`config.mk`:
```
export PLATFORM = sky130hd
export DESIGN_NAME = sha256_compress_engine
export DESIGN_NICKNAME = d
export VERILOG_FILES = /design/src/rtl/sha256_pkg.sv /design/src/rtl/sha256_msg_sched.sv /design/src/rtl/sha256_compress_engine.sv
export SDC_FILE = /design/constraint.sdc
export NUM_CORES = 2
export LEC_CHECK = 0
export CORE_AREA = 3 3 404 406
export CTS_CLUSTER_SIZE = 28
export DETAILED_ROUTE_END_ITERATION = 10
export DIE_AREA = 0 0 407 409
export PLACE_DENSITY = 0.76
export REMOVE_ABC_BUFFERS = 1
export SYNTH_ARGS = -nofsm -noshare
export SYNTH_HDL_FRONTEND = slang
export SYNTH_HIERARCHICAL = 1
export SYNTH_SLANG_ARGS = --single-unit
```
`constraint.sdc`:
```
create_clock -name clk -period 10.36 [get_ports clk]
set_clock_uncertainty 0.15 [all_clocks]
set_input_delay 1.554 -clock clk [delete_from_list [all_inputs] [get_ports clk]]
set_output_delay 1.554 -clock clk [all_outputs]
set_load 0.05 [all_outputs]
```
`src/rtl/sha256_pkg.sv`:
```
// Shared SHA-256 definitions: round constants, initial hash value, word types
// and the bitwise helper functions used by the round and schedule logic.
package sha256_pkg;

    typedef logic [31:0] word_t;
    // Word vector with [7] = a/H0 down to [0] = h/H7, matching the port bit order.
    typedef logic [7:0][31:0] hash_t;

    typedef enum logic [1:0] {S_IDLE, S_ROUND, S_FINAL, S_DONE} state_t;

    localparam word_t K [64] = '{
        32'h428a2f98, 32'h71374491, 32'hb5c0fbcf, 32'he9b5dba5, 32'h3956c25b, 32'h59f111f1, 32'h923f82a4, 32'hab1c5ed5,
        32'hd807aa98, 32'h12835b01, 32'h243185be, 32'h550c7dc3, 32'h72be5d74, 32'h80deb1fe, 32'h9bdc06a7, 32'hc19bf174,
        32'he49b69c1, 32'hefbe4786, 32'h0fc19dc6, 32'h240ca1cc, 32'h2de92c6f, 32'h4a7484aa, 32'h5cb0a9dc, 32'h76f988da,
        32'h983e5152, 32'ha831c66d, 32'hb00327c8, 32'hbf597fc7, 32'hc6e00bf3, 32'hd5a79147, 32'h06ca6351, 32'h14292967,
        32'h27b70a85, 32'h2e1b2138, 32'h4d2c6dfc, 32'h53380d13, 32'h650a7354, 32'h766a0abb, 32'h81c2c92e, 32'h92722c85,
        32'ha2bfe8a1, 32'ha81a664b, 32'hc24b8b70, 32'hc76c51a3, 32'hd192e819, 32'hd6990624, 32'hf40e3585, 32'h106aa070,
        32'h19a4c116, 32'h1e376c08, 32'h2748774c, 32'h34b0bcb5, 32'h391c0cb3, 32'h4ed8aa4a, 32'h5b9cca4f, 32'h682e6ff3,
        32'h748f82ee, 32'h78a5636f, 32'h84c87814, 32'h8cc70208, 32'h90befffa, 32'ha4506ceb, 32'hbef9a3f7, 32'hc67178f2
    };

    localparam hash_t IV = {
        32'h6a09e667, 32'hbb67ae85, 32'h3c6ef372, 32'ha54ff53a,
        32'h510e527f, 32'h9b05688c, 32'h1f83d9ab, 32'h5be0cd19
    };

    function automatic word_t rotr(input word_t x, input int unsigned n);
        return (x >> n) | (x << (32 - n));
    endfunction

    function automatic word_t ch(input word_t e, input word_t f, input word_t g);
        return (e & f) | (~e & g);
    endfunction

    function automatic word_t maj(input word_t a, input word_t b, input word_t c);
        return (a & b) | (a & c) | (b & c);
    endfunction

    function automatic word_t big_sigma0(input word_t x);
        return rotr(x, 2) ^ rotr(x, 13) ^ rotr(x, 22);
    endfunction

    function automatic word_t big_sigma1(input word_t x);
        return rotr(x, 6) ^ rotr(x, 11) ^ rotr(x, 25);
    endfunction

    function automatic word_t small_sigma0(input word_t x);
        return rotr(x, 7) ^ rotr(x, 18) ^ (x >> 3);
    endfunction

    function automatic word_t small_sigma1(input word_t x);
        return rotr(x, 17) ^ rotr(x, 19) ^ (x >> 10);
    endfunction

endpackage

```
`src/rtl/sha256_msg_sched.sv`:
```
// 16-word sliding message-schedule window; w_o[j] is W[t+j] for the rounds
// evaluated this cycle, and the window slides by ROUNDS_PER_CYCLE on advance.
module sha256_msg_sched
    import sha256_pkg::*;
#(
    parameter int ROUNDS_PER_CYCLE = 1
) (
    input  logic                              clk,
    input  logic                              reset,
    input  logic                              load_i,
    input  logic                              advance_i,
    input  logic [511:0]                      block_i,
    output logic [ROUNDS_PER_CYCLE-1:0][31:0] w_o
);

    word_t win_q [16];
    word_t win_d [16];

    always_comb begin : sched_next
        word_t ext [16 + ROUNDS_PER_CYCLE];
        for (int i = 0; i < 16; i++) ext[i] = win_q[i];
        // New words may depend on words generated earlier in the same cycle.
        for (int j = 0; j < ROUNDS_PER_CYCLE; j++) begin
            ext[16 + j] = small_sigma1(ext[14 + j]) + ext[9 + j] + small_sigma0(ext[1 + j]) + ext[j];
        end
        for (int i = 0; i < 16; i++) win_d[i] = ext[i + ROUNDS_PER_CYCLE];
        for (int j = 0; j < ROUNDS_PER_CYCLE; j++) w_o[j] = win_q[j];
    end

    // NOTE: the window is reset explicitly because its contents are part of the
    // defined reset state; it is small enough to live in flops, not a RAM.
    always_ff @(posedge clk) begin
        if (reset) begin
            for (int i = 0; i < 16; i++) win_q[i] <= '0;
        end else if (load_i) begin
            for (int i = 0; i < 16; i++) win_q[i] <= block_i[511 - 32*i -: 32];
        end else if (advance_i) begin
            win_q <= win_d;
        end
    end

endmodule

```
`src/rtl/sha256_compress_engine.sv`:
```
// Iterative SHA-256 compression: accepts a block plus chaining value, runs the
// 64 rounds ROUNDS_PER_CYCLE at a time, then presents the updated digest.
module sha256_compress_engine
    import sha256_pkg::*;
#(
    parameter int ROUNDS_PER_CYCLE = 1
) (
    input  logic         clk,
    input  logic         reset,
    input  logic         block_valid,
    output logic         block_ready,
    input  logic [511:0] block_data,
    input  logic [255:0] hash_in,
    output logic         digest_valid,
    input  logic         digest_ready,
    output logic [255:0] digest
);

    localparam logic [6:0] ROUNDS_DONE = 7'd64;

    state_t     state_q, state_d;
    logic [6:0] cnt_q, cnt_d;
    hash_t      work_q, work_d;
    hash_t      saved_q, saved_d;
    hash_t      digest_q, digest_d;
    hash_t      round_out;
    logic       accept;
    logic       advance;
    logic [ROUNDS_PER_CYCLE-1:0][31:0] w_cur;

    assign accept  = (state_q == S_IDLE) && block_valid;
    assign advance = (state_q == S_ROUND) && (cnt_q != ROUNDS_DONE);

    sha256_msg_sched #(.ROUNDS_PER_CYCLE(ROUNDS_PER_CYCLE)) u_sched (
        .clk       (clk),
        .reset     (reset),
        .load_i    (accept),
        .advance_i (advance),
        .block_i   (block_data),
        .w_o       (w_cur)
    );

    // NOTE: blocking assignments are intentional here: each chained round must
    // see the previous round's a..h within the same cycle.
    always_comb begin : round_logic
        word_t a, b, c, d, e, f, g, h, t1, t2;
        logic [5:0] t;
        {a, b, c, d, e, f, g, h} = work_q;
        for (int j = 0; j < ROUNDS_PER_CYCLE; j++) begin
            t  = cnt_q[5:0] + 6'(j);
            t1 = h + big_sigma1(e) + ch(e, f, g) + K[t] + w_cur[j];
            t2 = big_sigma0(a) + maj(a, b, c);
            h  = g;
            g  = f;
            f  = e;
            e  = d + t1;
            d  = c;
            c  = b;
            b  = a;
            a  = t1 + t2;
        end
        round_out = {a, b, c, d, e, f, g, h};
    end

    // NOTE: every next-state signal gets its hold value first, so no path through
    // the case statement can leave one unassigned and infer a latch.
    always_comb begin : fsm_next
        state_d  = state_q;
        cnt_d    = cnt_q;
        work_d   = work_q;
        saved_d  = saved_q;
        digest_d = digest_q;
        case (state_q)
            S_IDLE: begin
                if (block_valid) begin
                    saved_d = hash_in;
                    work_d  = hash_in;
                    cnt_d   = '0;
                    state_d = S_ROUND;
                end
            end
            S_ROUND: begin
                if (cnt_q == ROUNDS_DONE) begin
                    state_d = S_FINAL;
                end else begin
                    work_d = round_out;
                    cnt_d  = cnt_q + 7'(ROUNDS_PER_CYCLE);
                end
            end
            S_FINAL: begin
                for (int i = 0; i < 8; i++) digest_d[i] = saved_q[i] + work_q[i];
                cnt_d   = '0;
                state_d = S_DONE;
            end
            S_DONE: begin
                if (digest_ready) state_d = S_IDLE;
            end
            default: state_d = S_IDLE;
        endcase
    end

    always_ff @(posedge clk) begin
        if (reset) begin
            state_q  <= S_IDLE;
            cnt_q    <= '0;
            work_q   <= '0;
            saved_q  <= '0;
            digest_q <= '0;
        end else begin
            state_q  <= state_d;
            cnt_q    <= cnt_d;
            work_q   <= work_d;
            saved_q  <= saved_d;
            digest_q <= digest_d;
        end
    end

    assign block_ready  = (state_q == S_IDLE);
    assign digest_valid = (state_q == S_DONE);
    assign digest       = digest_q;

endmodule
```
==> reports/metrics.cfg <==
[worst_setup_path]
critPathArrivalTime_ns=9.90
cp_data_required_time_ns=10.82
cp-endpoint=round_logic.b[29]$_SDFFE_PP0P_
crit_path_start_kind=register
worstSetupEndpointType=register
cp_max_fo=15
crit_slowest_cell=ha_1
reg2reg_slack_ns=0.91
rr_worst_depth=31
worstSetupStartpoint=cnt_q[1]$_SDFFE_PP0P_
criticalPathCategory=register to register
timing.rr.end=round_logic.b[29]$_SDFFE_PP0P_
slowest_delay_ns=0.72
r2r_start=cnt_q[1]$_SDFFE_PP0P_

[finish]
layout_commonest_cell=nor2_1
drive_gt1_frac=0.0448
layout_common_cells=1,644 x nor2_1, 1,285 x dfxtp_1, 1,171 x a21oi_1
fill_cells=14100
fin_util=0.607
nets=12000
area_growth_pct=20.3

[global_routing]
grt_max_degree=249
grt_use_total=0.388
grt_pass1_vias=71800
antenna_found_initial=87
grt_remaining_overflow=0
grt_pass1_wl_mm=482

[run_status]
status=finished with violations
violations=capacitance limit, slew limit

[cts]
numClockSinks=1289
cts_hold_buf=0
clkLatencyLatePin_ns=0.81
cts_max_path_buffers=3
cts_root_buf=clkbuf_16
cts.repair.resized=0
clk_pin_slew_ns=0.06
cts_setup_buffers=0
cts_tree=built
cts-htree-levels=4
cts_made_buffers=146

[drt]
drt_iter0_drc=8904
wl_met3_mm=34.0
firstDrtPassIters=7
dr_wl_met2_mm=144
wl_met1_mm=148
top_layer=met5
drc=0
viasPerCell=5.99
vias=77700
drtAntennaViolNets=0
wl_per_cell_um=26.1
drt-total-wl_mm=338

[synth]
synth_edf_count=0
synth_top_area_frac=0.319
synth_cell_types=108
avgSynthCellArea_um2=8.06
synth_top_area_cell=dfxtp_1
async_flop_share=0
synthFlopType=dfxtp_1
seq_area_frac_synth=0.319
yosysWarnings=6
synth-seq-cells=1289
syn_inst=10000
netlist_area_um2=80900
synthTopCellsByArea=dfxtp_1 32%, mux2i_1 10%, nor2_1 7.6%, a21oi_1 7.2%, ha_1 6.1%

[floorplanning]
core_um2=160000
ioPinCount=1030
die-area_um2=166000
die_x_um=407
dieHeight_um=409
std_cell_rows=147
start_util=0.505

[placement]
io_buffers=1029
hpwlAfterDp_mm=261
place_congestion=1.00

[worst_hold_path]
hp-class=register to register

[sta]
tightestPinTransition_ns=1.50
setup_violations=0
min_period_ns=9.45
rsz0062_at_grt=no
slew_violations=3
fmax_mhz=106
fin_setup_tns_ns=0
hold_viol=0
fin_crit_sh=0.912
max-slew-margin-rel=-0.0102

[flow_run]
maxCapViolCount=1

-- layer usage --
metal | up-vias | track usage
li1 | 35700 | -
met1 | 37700 | 0.554
met2 | 3653 | 0.565
met3 | 600 | 0.0941
met4 | 26 | 0.143
met5 | - | 0
-- sequential cells by signal, indices dropped and copies added (netlist names) --
name,flops
u_sched/sched_next.ext,480
saved_q,256
cnt_q,7
round_logic.b,32
round_logic.h,32
work_q,64
round_logic.g,32
state_q,2
round_logic.d,32
round_logic.f,32
u_sched/w_o,32
digest,256
round_logic.c,32
-- through the flow --
stage               worst slack (ns)  hold WS, ns  instances  area, um2
finish                         0.912        0.300      13000      97300
global route                   0.319        0.327      13000      97200
CTS                             1.09        0.303      12900      97100
detailed placement              1.16        0.293      12600      92200
global placement                1.18        0.288      12600      92200
floorplan                     -41.25        0.284       9324      78100
-- worst min path at each step --
stage                               from                        end  slack (ns)  cells past startpoint
2_1_floorplan    saved_q[0]$_SDFFE_PP0P_    saved_q[0]$_SDFFE_PP0P_        0.28                      2
3_3_place_gp     digest[26]$_SDFFE_PP0P_    digest[26]$_SDFFE_PP0P_        0.29                      2
3_5_place_dp    digest[249]$_SDFFE_PP0P_   digest[249]$_SDFFE_PP0P_        0.29                      2
4_1_cts         digest[244]$_SDFFE_PP0P_   digest[244]$_SDFFE_PP0P_        0.30                      2
5_1_grt        saved_q[220]$_SDFFE_PP0P_  saved_q[220]$_SDFFE_PP0P_        0.33                      2
6_report        digest[244]$_SDFFE_PP0P_   digest[244]$_SDFFE_PP0P_        0.30                      2
-- logic make-up (layout without fill, tap and decap cells) --
logic type | Yosys count | count (layout) | share of synthesized area
AO/OA/AOI/OAI | 2528 | 2528 | 0.193
XOR/XNOR | 536 | 536 | 0.0580
adder cells (fa/ha/maj) | 595 | 595 | 0.110
buffers and inverters | 1241 | 1935 | 0.0595
flip-flops | 1289 | 1289 | 0.319
multiplexers | 852 | 852 | 0.107
other | 0 | 72 | 0
AND/OR/NAND/NOR | 3001 | 3001 | 0.153
-- critical path, delay by kind of cell, from the launching register on --
| kind | cells | cell delay (ns) |
|---|---|---|
| buffers and inverters | 4 | 0.76 |
| adder cells (fa/ha/maj) | 5 | 2.47 |
| multiplexers | 1 | 0.20 |
| XOR/XNOR | 1 | 0.27 |
| AO/OA/AOI/OAI | 14 | 3.17 |
| AND/OR/NAND/NOR | 6 | 1.50 |
| flip-flops | 1 | 0.71 |
-- Yosys cell counts, types with 29 or more instances --
cell / instances
a211oi_1: 292
nand3_1: 99
dfxtp_1: 1289
o31ai_1: 29
nand2_1: 834
nor2_1: 1647
inv_1: 518
or3_1: 34
buf_4: 32
ha_1: 397
mux2i_1: 816
and3_1: 40
a21oi_1: 1171
a31oi_1: 53
buf_1: 90
clkbuf_1: 587
o211ai_1: 37
nand2b_1: 49
o21bai_1: 37
xor2_1: 155
nor2b_1: 62
nor3_1: 112
a21o_1: 226
o21ai_0: 335
fa_1: 195
mux2_2: 31
o21a_1: 62
xnor2_1: 381
-- cell type report --
cell class / instances / area, um2 / area share
inverters: 523 / 1980 / 0.0204
clock inverters: 49 / 733 / 0.00754
diodes: 72 / 180 / 0.00185
well taps: 2160 / 2700 / 0.0278
clock buffers: 205 / 4140 / 0.0425
flip-flops and latches: 1289 / 25800 / 0.265
multi-input cells: 7512 / 50400 / 0.518
repair buffers: 1158 / 11400 / 0.117
Power is left out: the tool's default activity adds up to more than one toggle a clock period on the data nets, which glitch-free logic cannot reach.
